$ cat src/rtl/npc_seq_ctrl_pkg.sv
// Shared types and defaults for the NPC multi-cycle sequencer.
package npc_seq_ctrl_pkg;

  localparam int unsigned    XLEN_DEF     = 64;
  localparam int unsigned    INST_W_DEF   = 32;
  localparam logic [63:0]    RESET_PC_DEF = 64'h8000_0000;

  typedef enum logic [1:0] {
    ST_FETCH = 2'd0,
    ST_WAIT  = 2'd1,
    ST_EXEC  = 2'd2,
    ST_HALT  = 2'd3
  } state_t;

endpackage

$ cat src/rtl/npc_perf_cnt.sv
// Cycle and retired-instruction counters for the simulation environment.
module npc_perf_cnt #(
  parameter int unsigned XLEN = 64
) (
  input  logic            clk,
  input  logic            rst_n,
  input  logic            count_en,
  input  logic            retire,
  output logic [XLEN-1:0] cycle_cnt,
  output logic [XLEN-1:0] instret_cnt
);

  logic [XLEN-1:0] cycle_q, cycle_d;
  logic [XLEN-1:0] instret_q, instret_d;

  always_comb begin
    cycle_d   = cycle_q;
    instret_d = instret_q;
    if (count_en) cycle_d = cycle_q + XLEN'(1);
    if (retire)   instret_d = instret_q + XLEN'(1);
  end

  always_ff @(posedge clk or negedge rst_n) begin
    if (!rst_n) begin
      cycle_q   <= '0;
      instret_q <= '0;
    end else begin
      cycle_q   <= cycle_d;
      instret_q <= instret_d;
    end
  end

  assign cycle_cnt   = cycle_q;
  assign instret_cnt = instret_q;

endmodule

$ cat src/rtl/npc_seq_ctrl.sv
// NPC sequencer: fetch over valid/ready, hold inst for the decoder, execute
// addi/ebreak, halt on ebreak or unrecognised instruction.
module npc_seq_ctrl
  import npc_seq_ctrl_pkg::*;
#(
  parameter int unsigned     XLEN     = XLEN_DEF,
  parameter int unsigned     INST_W   = INST_W_DEF,
  parameter logic [XLEN-1:0] RESET_PC = XLEN'(RESET_PC_DEF)
) (
  input  logic              clk,
  input  logic              rst_n,
  output logic              imem_req_valid,
  input  logic              imem_req_ready,
  output logic [XLEN-1:0]   imem_addr,
  input  logic              imem_rsp_valid,
  input  logic [INST_W-1:0] imem_rsp_data,
  output logic [INST_W-1:0] inst,
  input  logic              dec_addi,
  input  logic              dec_ebreak,
  input  logic [XLEN-1:0]   a0_val,
  output logic              rf_wen,
  output logic [XLEN-1:0]   pc,
  output logic              halted,
  output logic              halt_good,
  output logic              halt_illegal,
  output logic [XLEN-1:0]   cycle_cnt,
  output logic [XLEN-1:0]   instret_cnt
);

  state_t              state_q, state_d;
  logic [XLEN-1:0]     pc_q, pc_d;
  logic [INST_W-1:0]   inst_q, inst_d;
  logic                halted_q, halted_d;
  logic                halt_good_q, halt_good_d;
  logic                halt_illegal_q, halt_illegal_d;
  logic                count_en;
  logic                retire;

  always_comb begin
    state_d        = state_q;
    pc_d           = pc_q;
    inst_d         = inst_q;
    halted_d       = halted_q;
    halt_good_d    = halt_good_q;
    halt_illegal_d = halt_illegal_q;
    imem_req_valid = 1'b0;
    rf_wen         = 1'b0;
    retire         = 1'b0;
    count_en       = (state_q != ST_HALT);

    unique case (state_q)
      ST_FETCH: begin
        imem_req_valid = 1'b1;
        if (imem_req_ready) state_d = ST_WAIT;
      end
      ST_WAIT: begin
        if (imem_rsp_valid) begin
          inst_d  = imem_rsp_data;
          state_d = ST_EXEC;
        end
      end
      ST_EXEC: begin
        // ebreak wins if the decoder ever flags both
        if (dec_ebreak) begin
          halted_d    = 1'b1;
          halt_good_d = (a0_val == '0);
          retire      = 1'b1;
          state_d     = ST_HALT;
        end else if (dec_addi) begin
          rf_wen  = 1'b1;
          pc_d    = pc_q + XLEN'(4);
          retire  = 1'b1;
          state_d = ST_FETCH;
        end else begin
          halted_d       = 1'b1;
          halt_illegal_d = 1'b1;
          halt_good_d    = 1'b0;
          state_d        = ST_HALT;
        end
      end
      ST_HALT: begin
        state_d = ST_HALT;
      end
      default: state_d = ST_FETCH;
    endcase
  end

  always_ff @(posedge clk or negedge rst_n) begin
    if (!rst_n) begin
      state_q        <= ST_FETCH;
      pc_q           <= RESET_PC;
      inst_q         <= '0;
      halted_q       <= 1'b0;
      halt_good_q    <= 1'b0;
      halt_illegal_q <= 1'b0;
    end else begin
      state_q        <= state_d;
      pc_q           <= pc_d;
      inst_q         <= inst_d;
      halted_q       <= halted_d;
      halt_good_q    <= halt_good_d;
      halt_illegal_q <= halt_illegal_d;
    end
  end

  npc_perf_cnt #(
    .XLEN(XLEN)
  ) u_perf_cnt (
    .clk        (clk),
    .rst_n      (rst_n),
    .count_en   (count_en),
    .retire     (retire),
    .cycle_cnt  (cycle_cnt),
    .instret_cnt(instret_cnt)
  );

  assign imem_addr    = pc_q;
  assign pc           = pc_q;
  assign inst         = inst_q;
  assign halted       = halted_q;
  assign halt_good    = halt_good_q;
  assign halt_illegal = halt_illegal_q;

endmodule

$ cat config.mk
export PLATFORM = sky130hd
export DESIGN_NAME = npc_seq_ctrl
export DESIGN_NICKNAME = d
export VERILOG_FILES = /design/src/rtl/npc_seq_ctrl_pkg.sv /design/src/rtl/npc_perf_cnt.sv /design/src/rtl/npc_seq_ctrl.sv
export SDC_FILE = /design/constraint.sdc
export NUM_CORES = 1
export LEC_CHECK = 0
export BUFFER_PORTS_ARGS = -buffer_cell sky130_fd_sc_hd__buf_2
export CAP_MARGIN = 20
export CORE_ASPECT_RATIO = 1.2
export CORE_MARGIN = 10
export CORE_UTILIZATION = 46
export DETAILED_ROUTE_END_ITERATION = 12
export PLACE_DENSITY = 0.78
export SYNTH_ARGS = -nofsm -noshare
export SYNTH_HDL_FRONTEND = slang
export SYNTH_SLANG_ARGS = --single-unit
$ cat constraint.sdc
create_clock -name clk -period 2.2 [get_ports clk]
set_input_delay 0.44 -clock clk [delete_from_list [all_inputs] [get_ports clk]]
set_output_delay 0.44 -clock clk [all_outputs]
set_load 0.02 [all_outputs]
-- Yosys cells after proc, flatten, opt, wreduce, memory -nomap -nowiden
Cells that the tools add are included.
- register bits after elaboration: 229
- input port bits: 102
- output and inout bits: 293
- logic and storage cells: 42
- add/sub/neg operators: 3
- equal/unequal tests: 7
- multiplexer cells: 15
- bitwise gates (word level): 2
- reduce and logical (&&, ||, !) cells: 7
- operator list (cell ; count):
    64-bit by 1-bit adder with 64-bit output, second input constant ; 2
    64-bit by 3-bit adder with 64-bit output, second input constant ; 1
    64-bit zero test ; 1
    1-bit 2-to-1 mux ; 10
    2-bit 2-to-1 mux ; 4
    2-bit case mux with 4 select lines ; 1
    2-bit inequality test, second input constant ; 3
    2-bit AND reduction ; 3
    3-bit AND reduction ; 2
    2-bit equality test, second input constant ; 2
    2-bit by 1-bit equality test with 1-bit output, second input constant ; 1
    2-bit zero test ; 1
    2-bit by 1-bit inequality test with 1-bit output, second input constant ; 1
    1-bit NOT ; 2

-- Longest topological paths before layout
- depth after elaboration: 3
- depth in mapped cells: 8
- mapped depth without buffers: 6

-- By module
Synthesis repeated with hierarchy kept, for this count alone.
- cells, all modules: 999
- area, all modules: 10860.4 µm²
- by module, submodules not included (module ; instances ; cells an instance ; area each (µm²) ; seq. area each (µm²)):
    npc_perf_cnt ; 1 ; 549 ; 5898.2 ; 3203.1
    npc_seq_ctrl ; 1 ; 450 ; 4962.3 ; 2478.6

-- Worst setup path before layout
No wires, ideal clock.
- path type: register -> register
- from: reg u_perf_cnt.instret_q[0], in the netlist u_perf_cnt.instret_cnt[0]
- to: reg u_perf_cnt.instret_q[54], in the netlist u_perf_cnt.instret_cnt[54]
- library setup time: 80 ps
- arrival: 2082 ps
- required time: 2120 ps
- path slack: 38 ps
- stages on the path, launching flop included: 7
- buffers on the path: 0
- clock period less this slack: 2162 ps
- path through: dfrtp_1 > ha_1 > nand3_1 > nor4_4 > nand4_2 > nor3_2 > xor2_1
- longest elaborated chain between the ends: 1
- ends and longest elaborated chain (element ; line ; source):
    from (decl) ; npc_perf_cnt.sv:14 ; logic [XLEN-1:0] instret_q, instret_d;
    from (signal assigned) ; npc_perf_cnt.sv:29 ; instret_q <= instret_d;
    64-bit by 1-bit adder with 64-bit output ; npc_perf_cnt.sv:20 ; if (retire) instret_d = instret_q + XLEN'(1);
No other way between the ends.
A chain may end at the register's enable or synchronous reset.

-- Final worst setup path
- from: reg state_q[0]
- to: out rf_wen
- longest elaborated chain between the ends: 2
- ends and longest elaborated chain (element ; line ; source):
    from (decl) ; npc_seq_ctrl.sv:30 ; state_t state_q, state_d;
    from (signal assigned) ; npc_seq_ctrl.sv:97 ; state_q <= state_d;
    2-bit equality test ; npc_seq_ctrl.sv:51 ; unique case (state_q)
    1-bit 2-to-1 mux ; npc_seq_ctrl.sv:51 ;
    to (decl) ; npc_seq_ctrl.sv:21 ; output logic rf_wen,
No other way between the ends.

==> results.py <==
metrics = {
    "detailed_routing": {
        "highest_layer": "met4",
        "first_pass_iters": 5,
        "met1_length_mm": 12.6,
        "dr_wl_met2_mm": 16.6,
        "ant_nets": 0,
        "route.final.wire_length_mm": 33.5,
        "vias": 9238,
        "wire_per_inst_um": 19.0,
        "drc_errors": 0,
        "wl_met3_mm": 3.39,
        "vias_per_cell": 5.25,
        "drt_iter0_drc": 387,
    },
    "timing": {
        "fin_worst_skew_ns": 0.0111,
        "tightest_slew_ns": 0.627,
        "setup_viol": 0,
        "period_needed_ns": 2.07,
        "finalMaxSlewViolations": 0,
        "finalSetupTns_ns": 0,
        "hold_viol_final": 0,
        "slew_headroom": 0.579,
        "period_share": 0.940,
        "rsz0062_at_grt": "false",
        "fin_ws_ns": 0.133,
        "maxClockFrequency_ghz": 0.484,
    },
    "cells_and_area": {
        "fin_nets": 1524,
        "n_fill_cell": 1956,
        "final_area_um2": 14200,
        "register_area_um2": 5680,
        "area_growth_pct": 28.6,
        "drive_above_1_share": 0.383,
        "multi_input_area_um2": 4820,
    },
    "floorplanning": {
        "start_util": 0.465,
        "rows": 62,
        "core_area_um2": 23800,
        "die-area_um2": 30700,
        "die_w_um": 162,
        "chipHeight_um": 190,
        "io_pins": 395,
    },
    "power_and_ir_drop": {
        "seq_power_share": 0.439,
        "finalPower_w": 0.0112,
        "p_int_w": 0.00807,
        "switching_power_w": 0.00313,
        "pwr-share-clk": 0.395,
        "vdd_drop_max_mv": 0.871,
        "leakagePower_nw": 7.39,
        "switching_share": 0.279,
        "pwr-share-comb": 0.166,
        "powerDensity_nw_per_um2": 787,
    },
    "clock_tree": {
        "clock_latency_ns": 0.51,
        "post-cts-setup-buffers": 0,
        "htreeDepth": 1,
        "clockBufferDepth": 3,
        "cts_root_buf": "clkbuf_16",
        "cts_buffers": 24,
        "cts_tree": "yes",
        "cts_sinks": 227,
        "path_clk_slew_ns": 0.06,
    },
    "worst_setup_path": {
        "crit_path_end_kind": "output port",
        "path_delay_family": "buffers and inverters",
        "cp_num_buf_inv": 3,
        "critPathSlowestCell": "dfrtp_1",
        "arrival_ns": 1.63,
        "path_cells": "nand4bb_4 > inv_2 > buf_4 > clkbuf_4",
        "cpPeakStageDelay_ns": 0.40,
        "crit_path_max_fanout": 6,
        "path_class": "reg2out",
        "worstPathRequired_ns": 1.76,
        "critPathLaunchType": "register",
    },
    "global_routing": {
        "grt_pass1_wl_mm": 53.5,
        "grt_pass1_vias": 9888,
        "overflow": 0,
        "grt_max_degree": 71,
        "antenna_found_initial": 3,
        "grt_use_total": 0.212,
    },
    "yosys": {
        "postSynthAreaPerCell_um2": 10.7,
        "async_flop_share": 1.00,
        "ys_seq_area_frac": 0.514,
        "synth_top_area_cell": "dfrtp_1",
        "synth_cell_types": 49,
        "synthFlopType": "dfrtp_1",
        "synth_area_leaders": "dfrtp_1 (51%), xor2_1 (7.7%), xnor2_1 (7.1%)",
        "synth_most_common_cell": "dfrtp_1",
        "yosysWarnings": 0,
        "synth_seq_cells": 227,
        "synth_cells": 1031,
        "synth_top_area_share": 0.511,
        "syn_area_um2": 11100,
        "synthTopCellsByCount": "dfrtp_1 (226), nand2_1 (98), xor2_1 (97), xnor2_1 (90), nor2_1 (75)",
        "synth-edff-count": 0,
    },
    "placement": {
        "hpwl_mm": 26.6,
        "placedInstanceArea_um2": 13300,
        "port_buffers": 390,
        "place_ws_ns": 0.0456,
        "gp_routability_congestion": 0.936,
    },
    "run_status": {
        "outcome": "completed",
    },
    "min_path": {
        "worstHoldPathType": "in2reg",
    },
    "flow_run": {
        "drv_cap": 0,
    },
}
-- metal layers --
metal | vias to the layer above | GRT usage
li1 | 4308 | -
met3 | 62 | 0.0759
met1 | 4488 | 0.242
met4 | 0 | 0.0659
met2 | 380 | 0.364
met5 | - | 0
-- path summary, 6_finish.rpt --
check | slack, ns | end | cells after the start | startpoint
min in group asynchronous | 0.38 | u_perf_cnt.cycle_cnt[36] | 2 | rst_n
max in group asynchronous | 1.09 | inst[16] | 3 | rst_n
worst max-delay path | 0.13 | rf_wen | 4 | state_q[0]
worst max register to register | 0.15 | u_perf_cnt.instret_cnt[63] | 5 | u_perf_cnt.instret_cnt[11]
worst min register to register | 0.45 | halt_illegal | 1 | halt_illegal
worst min-delay path | 0.16 | inst[12] | 2 | imem_rsp_data[12]
-- sequential cells by signal (all words and copies together), names as in the netlist --
name and cells:
halt_good 1, halt_illegal 1, halted 1, imem_addr 62, inst 32, state_q 2, u_perf_cnt.cycle_cnt 64, u_perf_cnt.instret_cnt 64
-- cells in the final DEF (no fill, tap or decap), types with 34 or more instances in the layout --
cell type,count
buf_2,388
dfrtp_1,225
nand2_1,98
xor2_1,97
xnor2_1,90
nor2_1,75
nand3_1,66
nand4_1,63
nor3_1,54
buf_4,40
mux2_2,34
-- kinds of logic after synthesis --
family | synth area share
and+or+nand+nor | 0.242
AOI/OAI and AO/OA | 0.00249
DFF | 0.514
xor gates and xnor gates | 0.148
other | 0.000339
adders and majority gates | 0.00339
muxes | 0.0346
buffers and inverters | 0.0556
-- power groups by stage --
stage          combinational [W]  clock [W]  sequential [W]
2_1_floorplan           0.000494          0         0.00548
3_3_place_gp             0.00186          0         0.00494
3_5_place_dp             0.00190          0         0.00497
4_1_cts                  0.00190    0.00453         0.00491
5_1_grt                  0.00200    0.00470         0.00497
6_report                 0.00186    0.00442         0.00491
-- per-stage QoR --
step | cells | utilization | hold slack [ns]
after floorplan | 1034 | - | 0.144
after global placement | 1712 | 0.558 | 0.325
after detailed placement | 1712 | 0.558 | 0.325
after CTS | 1757 | 0.595 | 0.132
after global routing | 1758 | 0.597 | 0.141
final | 1760 | 0.598 | 0.157
-- layout make-up --
cell class | count | share of cell area
Multi-Input combinational cell | 710 | 0.339
Antenna cell | 3 | 0.000527
Tap cell | 320 | 0.0281
Clock inverter | 9 | 0.0110
Inverter | 20 | 0.00527
Clock buffer | 35 | 0.0508
Sequential cell | 227 | 0.399
Timing Repair Buffer | 436 | 0.166
-- timing repair --
item | CTS | global route
hold buffers | 1 | 0
gates cloned | 0 | 0
setup endpoints to repair | 1 | 12
gates resized for setup | 1 | 8
pin swaps | 0 | 1
endpoints found under the hold margin | 30 | 0
Note: power is estimated with default switching activity, not from simulation.
